$ cat config.mk
export PLATFORM = sky130hd
export DESIGN_NAME = divider_32_flat
export DESIGN_NICKNAME = d
export VERILOG_FILES = /design/src/rtl/divider_pkg.sv /design/src/rtl/divider_32_if.sv /design/src/rtl/divider_32_step.sv /design/src/rtl/divider_32.sv /design/src/flat_wrapper.sv
export SDC_FILE = /design/constraint.sdc
export NUM_CORES = 1
export LEC_CHECK = 0
export BUFFER_PORTS_ARGS = -buffer_cell sky130_fd_sc_hd__buf_2
export CAP_MARGIN = 10
export CORE_MARGIN = 5
export CORE_UTILIZATION = 57
export DETAILED_ROUTE_END_ITERATION = 10
export PLACE_DENSITY = 0.8
export SYNTH_ARGS = -nofsm -noshare
export SYNTH_HDL_FRONTEND = slang
export SYNTH_SLANG_ARGS = --single-unit
$ cat constraint.sdc
create_clock -name clk -period 3.7 [get_ports clk]
set_input_delay 0.185 -clock clk [delete_from_list [all_inputs] [get_ports clk]]
set_output_delay 0.185 -clock clk [all_outputs]
set_load 0.02 [all_outputs]
$ cat src/rtl/divider_pkg.sv
// Shared types and constants for the 32-bit restoring divider.
// Signed operation is compiled in only when DIVIDER_SIGNED_EN is defined.
package divider_pkg;

    localparam int DIV_WIDTH = 32;
    localparam int DIV_CNT_W = $clog2(DIV_WIDTH);

    typedef enum logic [1:0] {
        IDLE = 2'd0,
        CALC = 2'd1,
        DONE = 2'd2
    } div_state_e;

endpackage

$ cat src/rtl/divider_32_if.sv
// Request/result bundle between the ALU issue logic and the divider.
// The sign select exists only when DIVIDER_SIGNED_EN is defined.
interface divider_32_if #(
    parameter int WIDTH = divider_pkg::DIV_WIDTH
);
    logic             start;
    logic [WIDTH-1:0] a;
    logic [WIDTH-1:0] b;
`ifdef DIVIDER_SIGNED_EN
    logic             sign;
`endif
    logic [WIDTH-1:0] q;
    logic [WIDTH-1:0] r;
    logic             busy;
    logic             done;
    logic             dbz;

    modport master (
`ifdef DIVIDER_SIGNED_EN
        output sign,
`endif
        output start, a, b,
        input  q, r, busy, done, dbz
    );

    modport slave (
`ifdef DIVIDER_SIGNED_EN
        input  sign,
`endif
        input  start, a, b,
        output q, r, busy, done, dbz
    );

endinterface

$ cat src/rtl/divider_32_step.sv
// One restoring-division step: shift in the next dividend bit, trial-subtract
// the divisor, and keep the difference only when it does not go negative.
module div_step #(
    parameter int WIDTH = 32
) (
    input  logic [WIDTH-1:0] rem_i,
    input  logic             dvd_msb_i,
    input  logic [WIDTH-1:0] divisor_i,
    output logic [WIDTH-1:0] rem_o,
    output logic             qbit_o
);

    logic [WIDTH:0] shifted;
    logic [WIDTH:0] diff;

    // rem_i < divisor_i always holds, so the shifted value fits WIDTH+1 bits
    // and a non-negative difference fits back into WIDTH bits.
    always_comb begin
        shifted = {rem_i, dvd_msb_i};
        diff    = shifted - {1'b0, divisor_i};
        qbit_o  = ~diff[WIDTH];
        rem_o   = qbit_o ? diff[WIDTH-1:0] : shifted[WIDTH-1:0];
    end

endmodule

$ cat src/rtl/divider_32.sv
// Sequential radix-2 restoring divider, one quotient bit per clock.
// Optional: define DIVIDER_SIGNED_EN for signed (truncating) division.
//
// state | meaning
// IDLE  | waiting for start; divide-by-zero resolved here directly
// CALC  | WIDTH iterations of the restoring step
// DONE  | one-cycle done pulse, then back to IDLE
module divider_32
    import divider_pkg::*;
#(
    parameter int WIDTH = DIV_WIDTH
) (
    input  logic         clk,
    input  logic         rst,
    divider_32_if.slave  bus
);

    localparam int CNT_W = $clog2(WIDTH);
    localparam logic [CNT_W-1:0] CNT_LAST = CNT_W'(WIDTH - 1);

    div_state_e       state_q, state_d;
    logic [CNT_W-1:0] cnt_q, cnt_d;
    logic [WIDTH-1:0] rem_q, rem_d;
    logic [WIDTH-1:0] dvd_q, dvd_d;
    logic [WIDTH-1:0] dvs_q, dvs_d;
    logic [WIDTH-1:0] q_q, q_d;
    logic [WIDTH-1:0] r_q, r_d;
    logic             dbz_q, dbz_d;

    logic [WIDTH-1:0] step_rem;
    logic             step_qbit;
    logic [WIDTH-1:0] q_raw;
    logic [WIDTH-1:0] a_mag;
    logic [WIDTH-1:0] b_mag;
    logic [WIDTH-1:0] q_fix;
    logic [WIDTH-1:0] r_fix;

    div_step #(.WIDTH(WIDTH)) u_step (
        .rem_i     (rem_q),
        .dvd_msb_i (dvd_q[WIDTH-1]),
        .divisor_i (dvs_q),
        .rem_o     (step_rem),
        .qbit_o    (step_qbit)
    );

    // The dividend register doubles as the quotient: bits shift out the top
    // into the remainder while quotient bits shift in at the bottom.
    assign q_raw = {dvd_q[WIDTH-2:0], step_qbit};

`ifdef DIVIDER_SIGNED_EN
    logic neg_q_q, neg_q_d;
    logic neg_r_q, neg_r_d;

    // Operands become magnitudes at accept; the most-negative value maps to
    // itself, which is its correct unsigned magnitude.
    always_comb begin
        a_mag = (bus.sign && bus.a[WIDTH-1]) ? -bus.a : bus.a;
        b_mag = (bus.sign && bus.b[WIDTH-1]) ? -bus.b : bus.b;
        q_fix = neg_q_q ? -q_raw : q_raw;
        r_fix = neg_r_q ? -step_rem : step_rem;
    end
`else
    assign a_mag = bus.a;
    assign b_mag = bus.b;
    assign q_fix = q_raw;
    assign r_fix = step_rem;
`endif

    // Next-state and datapath update.
    always_comb begin
        state_d = state_q;
        cnt_d   = cnt_q;
        rem_d   = rem_q;
        dvd_d   = dvd_q;
        dvs_d   = dvs_q;
        q_d     = q_q;
        r_d     = r_q;
        dbz_d   = dbz_q;
`ifdef DIVIDER_SIGNED_EN
        neg_q_d = neg_q_q;
        neg_r_d = neg_r_q;
`endif
        unique case (state_q)
            IDLE: begin
                if (bus.start) begin
                    if (bus.b == '0) begin
                        q_d     = '1;
                        r_d     = bus.a;
                        dbz_d   = 1'b1;
                        state_d = DONE;
                    end else begin
                        rem_d   = '0;
                        dvd_d   = a_mag;
                        dvs_d   = b_mag;
                        cnt_d   = '0;
                        dbz_d   = 1'b0;
`ifdef DIVIDER_SIGNED_EN
                        neg_q_d = bus.sign & (bus.a[WIDTH-1] ^ bus.b[WIDTH-1]);
                        neg_r_d = bus.sign & bus.a[WIDTH-1];
`endif
                        state_d = CALC;
                    end
                end
            end
            CALC: begin
                rem_d = step_rem;
                dvd_d = q_raw;
                cnt_d = cnt_q + CNT_W'(1);
                if (cnt_q == CNT_LAST) begin
                    q_d     = q_fix;
                    r_d     = r_fix;
                    state_d = DONE;
                end
            end
            DONE: begin
                state_d = IDLE;
            end
            default: begin
                state_d = IDLE;
            end
        endcase
    end

    // State and datapath registers with synchronous reset.
    always_ff @(posedge clk) begin
        if (rst) begin
            state_q <= IDLE;
            cnt_q   <= '0;
            rem_q   <= '0;
            dvd_q   <= '0;
            dvs_q   <= '0;
            q_q     <= '0;
            r_q     <= '0;
            dbz_q   <= 1'b0;
`ifdef DIVIDER_SIGNED_EN
            neg_q_q <= 1'b0;
            neg_r_q <= 1'b0;
`endif
        end else begin
            state_q <= state_d;
            cnt_q   <= cnt_d;
            rem_q   <= rem_d;
            dvd_q   <= dvd_d;
            dvs_q   <= dvs_d;
            q_q     <= q_d;
            r_q     <= r_d;
            dbz_q   <= dbz_d;
`ifdef DIVIDER_SIGNED_EN
            neg_q_q <= neg_q_d;
            neg_r_q <= neg_r_d;
`endif
        end
    end

    assign bus.q    = q_q;
    assign bus.r    = r_q;
    assign bus.dbz  = dbz_q;
    assign bus.busy = (state_q == CALC);
    assign bus.done = (state_q == DONE);

endmodule

$ cat src/flat_wrapper.sv
// flat-port wrapper written by rule: the top's interface ports become plain ports
module divider_32_flat import divider_pkg::*;
#(
    parameter int WIDTH = DIV_WIDTH
)
  (clk, rst, bus_start, bus_a, bus_b, bus_q, bus_r, bus_busy, bus_done, bus_dbz);
  divider_32_if #(.WIDTH(WIDTH)) bus_i ();
  input  logic clk;
  input  logic rst;
  input wire logic [$bits(bus_i.start)-1:0] bus_start;
  input wire logic [$bits(bus_i.a)-1:0] bus_a;
  input wire logic [$bits(bus_i.b)-1:0] bus_b;
  output wire logic [$bits(bus_i.q)-1:0] bus_q;
  output wire logic [$bits(bus_i.r)-1:0] bus_r;
  output wire logic [$bits(bus_i.busy)-1:0] bus_busy;
  output wire logic [$bits(bus_i.done)-1:0] bus_done;
  output wire logic [$bits(bus_i.dbz)-1:0] bus_dbz;
  assign bus_i.start = bus_start;
  assign bus_i.a = bus_a;
  assign bus_i.b = bus_b;
  assign bus_q = bus_i.q;
  assign bus_r = bus_i.r;
  assign bus_busy = bus_i.busy;
  assign bus_done = bus_i.done;
  assign bus_dbz = bus_i.dbz;
  divider_32 #(.WIDTH(WIDTH)) u_core (.clk(clk), .rst(rst), .bus(bus_i));
endmodule
==> results of run 1 <==
==> flip-flops by register name, indices dropped and copies added (netlist names) <==
signal and count:
u_core.cnt_q 5, u_core.rem_q 32, u_core.state_q 2, u_core.bus.dbz 1, u_core.dvd_q 32, u_core.bus.q 32
u_core.dvs_q 32, u_core.bus.r 32
==> metal layers <==
metal / vias up / GRT usage
met5: - / 0
met4: 0 / 0.0731
met3: 33 / 0.0516
met2: 351 / 0.377
met1: 3752 / 0.381
li1: 4069 / -
==> stage by stage <==
step | instance area, um2 | worst slack (ns) | power (mW)
floorplan | 8400 | 0.914 | 5.72
global placement | 9180 | 0.543 | 6.55
detailed placement | 9180 | 0.452 | 6.63
CTS | 9900 | 0.441 | 8.46
global route | 9900 | 0.178 | 9.10
finish | 9900 | 0.429 | 8.54
==> cell usage after synthesis (all sizes together), types with 2 or more instances <==
master | n | area share
a31o | 2 | 0.0021
nor3 | 88 | 0.052
xnor2 | 17 | 0.019
a31oi | 23 | 0.017
and2 | 2 | 0.0015
xor2 | 16 | 0.017
ha | 34 | 0.051
nand2b | 5 | 0.0037
a211oi | 5 | 0.0051
a311oi | 62 | 0.066
o41ai | 2 | 0.0021
mux2i | 2 | 0.0024
and3 | 5 | 0.0037
a22o | 2 | 0.0021
nand2 | 204 | 0.091
nor4 | 8 | 0.0060
clkbuf | 60 | 0.027
inv | 42 | 0.019
o31ai | 2 | 0.0018
a41oi | 2 | 0.0021
or3 | 3 | 0.0022
a21oi | 105 | 0.063
nand3 | 6 | 0.0036
buf | 16 | 0.011
a22oi | 2 | 0.0018
nor2 | 116 | 0.052
dfxtp | 168 | 0.40
o21bai | 7 | 0.0063
o21ai | 31 | 0.018
nand4 | 8 | 0.0060
nor2b | 2 | 0.0015
a21o | 15 | 0.013
a221oi | 2 | 0.0021
o21a | 2 | 0.0018
o211ai | 12 | 0.011
==> logic make-up after synthesis <==
| family | share of synthesized area |
|---|---|
| AOI/OAI and AO/OA | 0.224 |
| xor gates and xnor gates | 0.0353 |
| adders and majority gates | 0.0530 |
| buffers and inverters | 0.0567 |
| DFF | 0.400 |
| muxes | 0.00372 |
| and+or+nand+nor | 0.227 |
==> worst min-delay path: cells and delay by family <==
kind / cells / cell delay, ns
buffers and inverters: 1 / 0.11
and+or+nand+nor: 1 / 0.05
AOI/OAI and AO/OA: 1 / 0.05
==> layout make-up <==
class                   instances  area [um2]  share of cell area
clock buffers                  18         439              0.0443
clock inverters                14         163              0.0164
inverters                      42         158              0.0159
multi-input cells             803        4620               0.466
flip-flops and latches        168        3360               0.340
well taps                     184         230              0.0232
repair buffers                161         933              0.0943
==> path summary, 6_finish.rpt <==
kind | startpoint | endpoint | slack (ns) | cells after the start
max | u_core.dvd_q[31] | u_core.bus.r[18] | 0.43 | 14
min | bus_b[22] | u_core.dvs_q[22] | 0.01 | 3
max reg2reg | u_core.dvd_q[31] | u_core.bus.r[18] | 0.43 | 14
min reg2reg | u_core.dvs_q[6] | u_core.dvs_q[6] | 0.45 | 2
==> power groups by stage <==
stage	clock network (mW)	registers [mW]	logic [mW]
after detailed placement	0	2.22	4.41
after floorplan	0	2.14	3.58
after global routing	1.92	2.21	4.98
after global placement	0	2.22	4.33
final	1.81	2.20	4.53
after CTS	1.82	2.18	4.46
==> summary.txt, run 1 <==
Status: finished clean
Final setup vio count: 0
Peak supply drop: 0.629 mV
Largest net degree at the start of global routing: 91
Fin Hold WS: 0.0128 ns
Power density over cell area: 862 nW/um2
Cell Rows: 44
Syn Inst Count: 1089
Register area share after synthesis: 0.400
CP arrival: 3.55 ns
CTS tree: yes
#FFs+latches synth: 168
Nets: 1295
CP max-delay cell: fa_1
First-iteration detailed-routing DRC count: 1004
Clock Path Buffers: 2
Clk_skew: 0.00678 ns
Met2 Wirelength: 9700 um
Setup TNS: 0 ns
Uppermost layer routed: met4
Clk network pwr share: 0.212
Via count: 8205
DRT antenna net count: 0
Max-slew headroom: 0.268
Async S/R FF share, synth: 0
RSZ-0062 raised after global routing: false
Tmin final: 3.27 ns
Avg Cell Area, Syn: 7.72 um2
Number of buffers and inverters on the critical path: 3
Clock Pin Slew Worst Setup and Hold Paths: 0.07 ns
Max Fclk: 306 MHz
Clock sinks: 168
Cell variety after synth: 55
Die Ht: 131 um
WL final: 22800 um
Total Routing Usage GR: 0.256
CTS Hold Bufs: 12
DRC violations left: 0
Layout cell share with drive strength beyond 1: 0.167
Met1 WL: 10700 um
Clk_lat worst skew: 0.43 ns
CTS Buf Count: 17
NetSw: 3.76 mW
Placer Congestion: 0.946
Placeable Area: 14500 um2
Critical path fanouts, max: 31
Internal power: 4.78 mW
WL/cell: 16.4 um
Ordered cell list for the critical path: inv_1 -> ha_1 -> inv_1 -> fa_1 -> a211oi_2 -> o211ai_2 -> a21oi_2 -> a311oi_2 -> o22ai_2 -> xor2_4 -> buf_12 -> nor4b_2 -> a31oi_1 -> a311oi_2
EDFF count, synth: 0
H-Tree Level Count: 4
Drt first pass iters: 6
LEAKAGE: 4.04 nW
Routed met3 length: 2080 um
First-pass GRT wire length: 37400 um
Post-layout util: 0.684
Worst slew pin tran: 1.09 ns
Crit path max-delay family: compound AO/OA/AOI/OAI gates
WS Path Type: reg2reg
Boundary Pins: 134
Sequential cell fraction of total power: 0.257
IO buf count: 133
Initial antenna violation count: 0
Synth warnings: 0
Die Width: 131 um
CP max stage delay: 0.42 ns
Max-Cap Viols: 0
Commonest non-fill, non-tap cells in the layout: 204 x nand2_1, 168 x dfxtp_1, 132 x buf_2
Tcrit/Tclk final: 0.884
Fill cell count: 1245
Hold WC Path Type: in2reg
Post-route insts no fill: 1390
Die area: 17300 um2
Via density per instance: 5.90
Switch share: 0.441
WP data required: 3.97 ns
Netlist Area Pre-Place: 8400 um2
Startpoint Class: flop
Vias in the first global route: 7621
Post-CTS Resized: 0
Slew Viols, Final: 0
Placed instance count: 1346
Area grow syn2layout: 17.8%
Combinational share of power: 0.531
Final Hold Vio Count: 0
Post-DP HPWL: 16200 um
Grt total ovfl: 0
Antenna cell count: 0
Starting Density: 0.580
Clock Tree Root: clkbuf_16
Setup Buffers After CTS: 0
Most common cell after layout, fill and taps aside: nand2_1
Ys flop type: dfxtp_1
Syn_nets: 1191
Worst Setup End Kind: flop
No activity file was read; power rests on OpenSTA's default activity.
==> inputs of run 2 (changes only) <==
--- a/config.mk
+++ b/config.mk
@@ -11,6 +11,7 @@
 export CORE_UTILIZATION = 57
 export DETAILED_ROUTE_END_ITERATION = 10
 export PLACE_DENSITY = 0.8
+export RECOVER_POWER = 100
 export SYNTH_ARGS = -nofsm -noshare
 export SYNTH_HDL_FRONTEND = slang
 export SYNTH_SLANG_ARGS = --single-unit
==> run 2 against run 1 <==
The flow now finishes with violations (capacitance limit, slew limit). Design area decreased by 1.2%. Routed wire length grew 0.62%. Total power shrank 0.11%. Critical path depth unchanged. Die area stayed put. Sequential share of layout area rose by 0.43 points. Via count up 0.82%. Count of clock-buffer cells in the layout unchanged. Combinational power barely moved. Register-to-register slack lost 0.03 ns. Flip-flop and latch count stayed put. Highest routed layer unchanged.
==> summary.txt, run 2 (synthesized netlist as in run 1, its figures left out) <==
Total Routing Usage GR: 0.256 (unchanged)
Placeable Area: 14500 um2 (unchanged)
IO buf count: 133 (unchanged)
Clock sinks: 168 (unchanged)
Post-DP HPWL: 16200 um (unchanged)
Clk_skew: 0.00642 ns (-0.000362 ns)
Reg2reg setup slack: 0.40 ns (-0.03 ns)
Die Width: 131 um (unchanged)
Drt first pass iters: 5 (-1)
Tmin final: 3.30 ns (+0.0340 ns)
Critical path fanouts, max: 31 (unchanged)
Max Fclk: 303 MHz (-1.0%)
Cell Rows: 44 (unchanged)
Hold_sp: bus_b[19]
CP arrival: 3.57 ns (+0.02 ns)
CP max-delay cell: fa_1
WS Path Type: reg2reg
Peak supply drop: 0.626 mV (-0.37%)
CTS Hold Bufs: 12 (unchanged)
Nets: 1295 (unchanged)
Internal power: 4.76 mW (-0.40%)
WL final: 23000 um (+0.62%)
CP startpoint: u_core.dvd_q[31]
Commonest non-fill, non-tap cells in the layout: 204 x nand2_1, 168 x dfxtp_1, 116 x nor2_1
Power consumption: 8.53 mW (-0.11%)
Worst Setup End Kind: flop
Hold depth: 3 (unchanged)
Status: finished, violations left
Worst slew pin tran: 1.90 ns (+0.801 ns)
Layout cell share with drive strength beyond 1: 0.106 (-0.0605)
Largest net degree at the start of global routing: 91 (unchanged)
CTS tree: yes
Placed cell area: 9180 um2 (unchanged)
Max-slew headroom: -0.264 (-0.532)
First-pass GRT wire length: 37400 um (unchanged)
Antenna cell count: 0 (unchanged)
CTS Buf Count: 17 (unchanged)
Clock Path Buffers: 2 (unchanged)
Hold worst-path end: u_core.dvs_q[19]
Placer Congestion: 0.946 (unchanged)
Switch share: 0.442 (+0.00159)
DRC violations left: 0 (unchanged)
LEAKAGE: 3.73 nW (-7.6%)
Design area: 9780 um2 (-1.2%)
Boundary Pins: 134 (unchanged)
Failing checks: capacitance limit, slew limit
Clk network pwr share: 0.213 (about the same)
Tcrit/Tclk final: 0.893 (+0.00918)
Clock Tree Root: clkbuf_16
Final Hold Vio Count: 0 (unchanged)
Via count: 8272 (+0.82%)
Most common cell after layout, fill and taps aside: nand2_1
Sequential cell fraction of total power: 0.258 (about the same)
H-Tree Level Count: 4 (unchanged)
DRT antenna net count: 0 (unchanged)
RSZ-0062 raised after global routing: false
First-iteration detailed-routing DRC count: 1014 (+1.0%)
Die area: 17300 um2 (unchanged)
Setup Buffers After CTS: 0 (unchanged)
Power density over cell area: 872 nW/um2 (+1.1%)
WP data required: 3.97 ns (about the same)
Area grow syn2layout: 16.4%
NetSw: 3.77 mW (+0.25%)
Setup TNS: 0 ns (unchanged)
Clock Pin Slew Worst Setup and Hold Paths: 0.07 ns (about the same)
Combinational share of power: 0.530 (about the same)
Final setup vio count: 0 (unchanged)
Initial antenna violation count: 0 (unchanged)
CP max stage delay: 0.42 ns (about the same)
Slew Viols, Final: 78 (+78)
Max-Cap Viols: 3 (+3)
Hold WC Path Type: in2reg
Post-CTS Resized: 0 (unchanged)
Die Ht: 131 um (unchanged)
Reg2reg start: u_core.dvd_q[31]
FF-to-FF End: u_core.bus.r[18]
Clk_lat worst skew: 0.44 ns (about the same)
Vias in the first global route: 7621 (unchanged)
Startpoint Class: flop
Starting Density: 0.580 (unchanged)
R2R cell count: 14 (unchanged)
Via density per instance: 5.95 (+0.82%)
Ordered cell list for the critical path: inv_1 -> ha_1 -> inv_1 -> fa_1 -> a211oi_2 -> o211ai_2 -> a21oi_2 -> a311oi_2 -> o22ai_2 -> xor2_4 -> buf_12 -> nor4b_1 -> a31oi_1 -> a311oi_2
Grt total ovfl: 0 (unchanged)
WL/cell: 16.5 um (+0.62%)
## run 2: worst max-delay path: cells and delay by family, from the launching register on
family	cells	cell delay (ns)
AO/OA/AOI/OAI	7	1.47
adder cells (fa/ha/maj)	2	0.58
XOR/XNOR	1	0.35
flip-flops	1	0.33
buffers and inverters	3	0.33
AND/OR/NAND/NOR	1	0.07
## run 2: worst max-delay path by stage
stage	slack [ns]	endpoint	cells past startpoint
2_1_floorplan	0.91	u_core.bus.r[25]	14
5_1_grt	0.13	u_core.bus.r[22]	11
3_5_place_dp	0.45	u_core.bus.r[18]	14
6_report	0.40	u_core.bus.r[18]	14
3_3_place_gp	0.54	u_core.bus.r[18]	14
4_1_cts	0.44	u_core.bus.r[18]	14
## run 2: layout make-up
class	instances	area, um2
clock inverter	14	163
inverter	42	158
tap	184	230
sequential	168	3360
fill	1299	4700
multi-input combinational	803	4590
clock buffer	18	439
timing repair buffer	161	841
## run 2: metal layers
| metal | GRT usage | vias up | share of wire |
|---|---|---|---|
| li1 | - | 4076 | - |
| met1 | 0.381 | 3801 | 0.47 |
| met2 | 0.377 | 362 | 0.43 |
| met3 | 0.0516 | 33 | 0.088 |
| met4 | 0.0731 | 0 | 0.016 |
| met5 | 0 | - | 0 |
## run 2: power groups by stage
stage | Clock, mW | Sequential (mW) | Combinational [mW]
after floorplan | 0 | 2.14 | 3.58
final | 1.82 | 2.20 | 4.52
after detailed placement | 0 | 2.22 | 4.41
after global placement | 0 | 2.22 | 4.33
after global routing | 1.92 | 2.21 | 4.95
after CTS | 1.82 | 2.18 | 4.46
## run 2: stage by stage
stage / cells / util / worst slack, ns / hold WS (ns)
after global placement: 1346 / 0.634 / 0.543 / 0.440
final: 1390 / 0.676 / 0.395 / 0.00655
after detailed placement: 1346 / 0.634 / 0.452 / 0.442
after floorplan: 1089 / - / 0.914 / 0.321
after global routing: 1390 / 0.676 / 0.129 / 0.0180
after CTS: 1390 / 0.684 / 0.441 / 0.00121
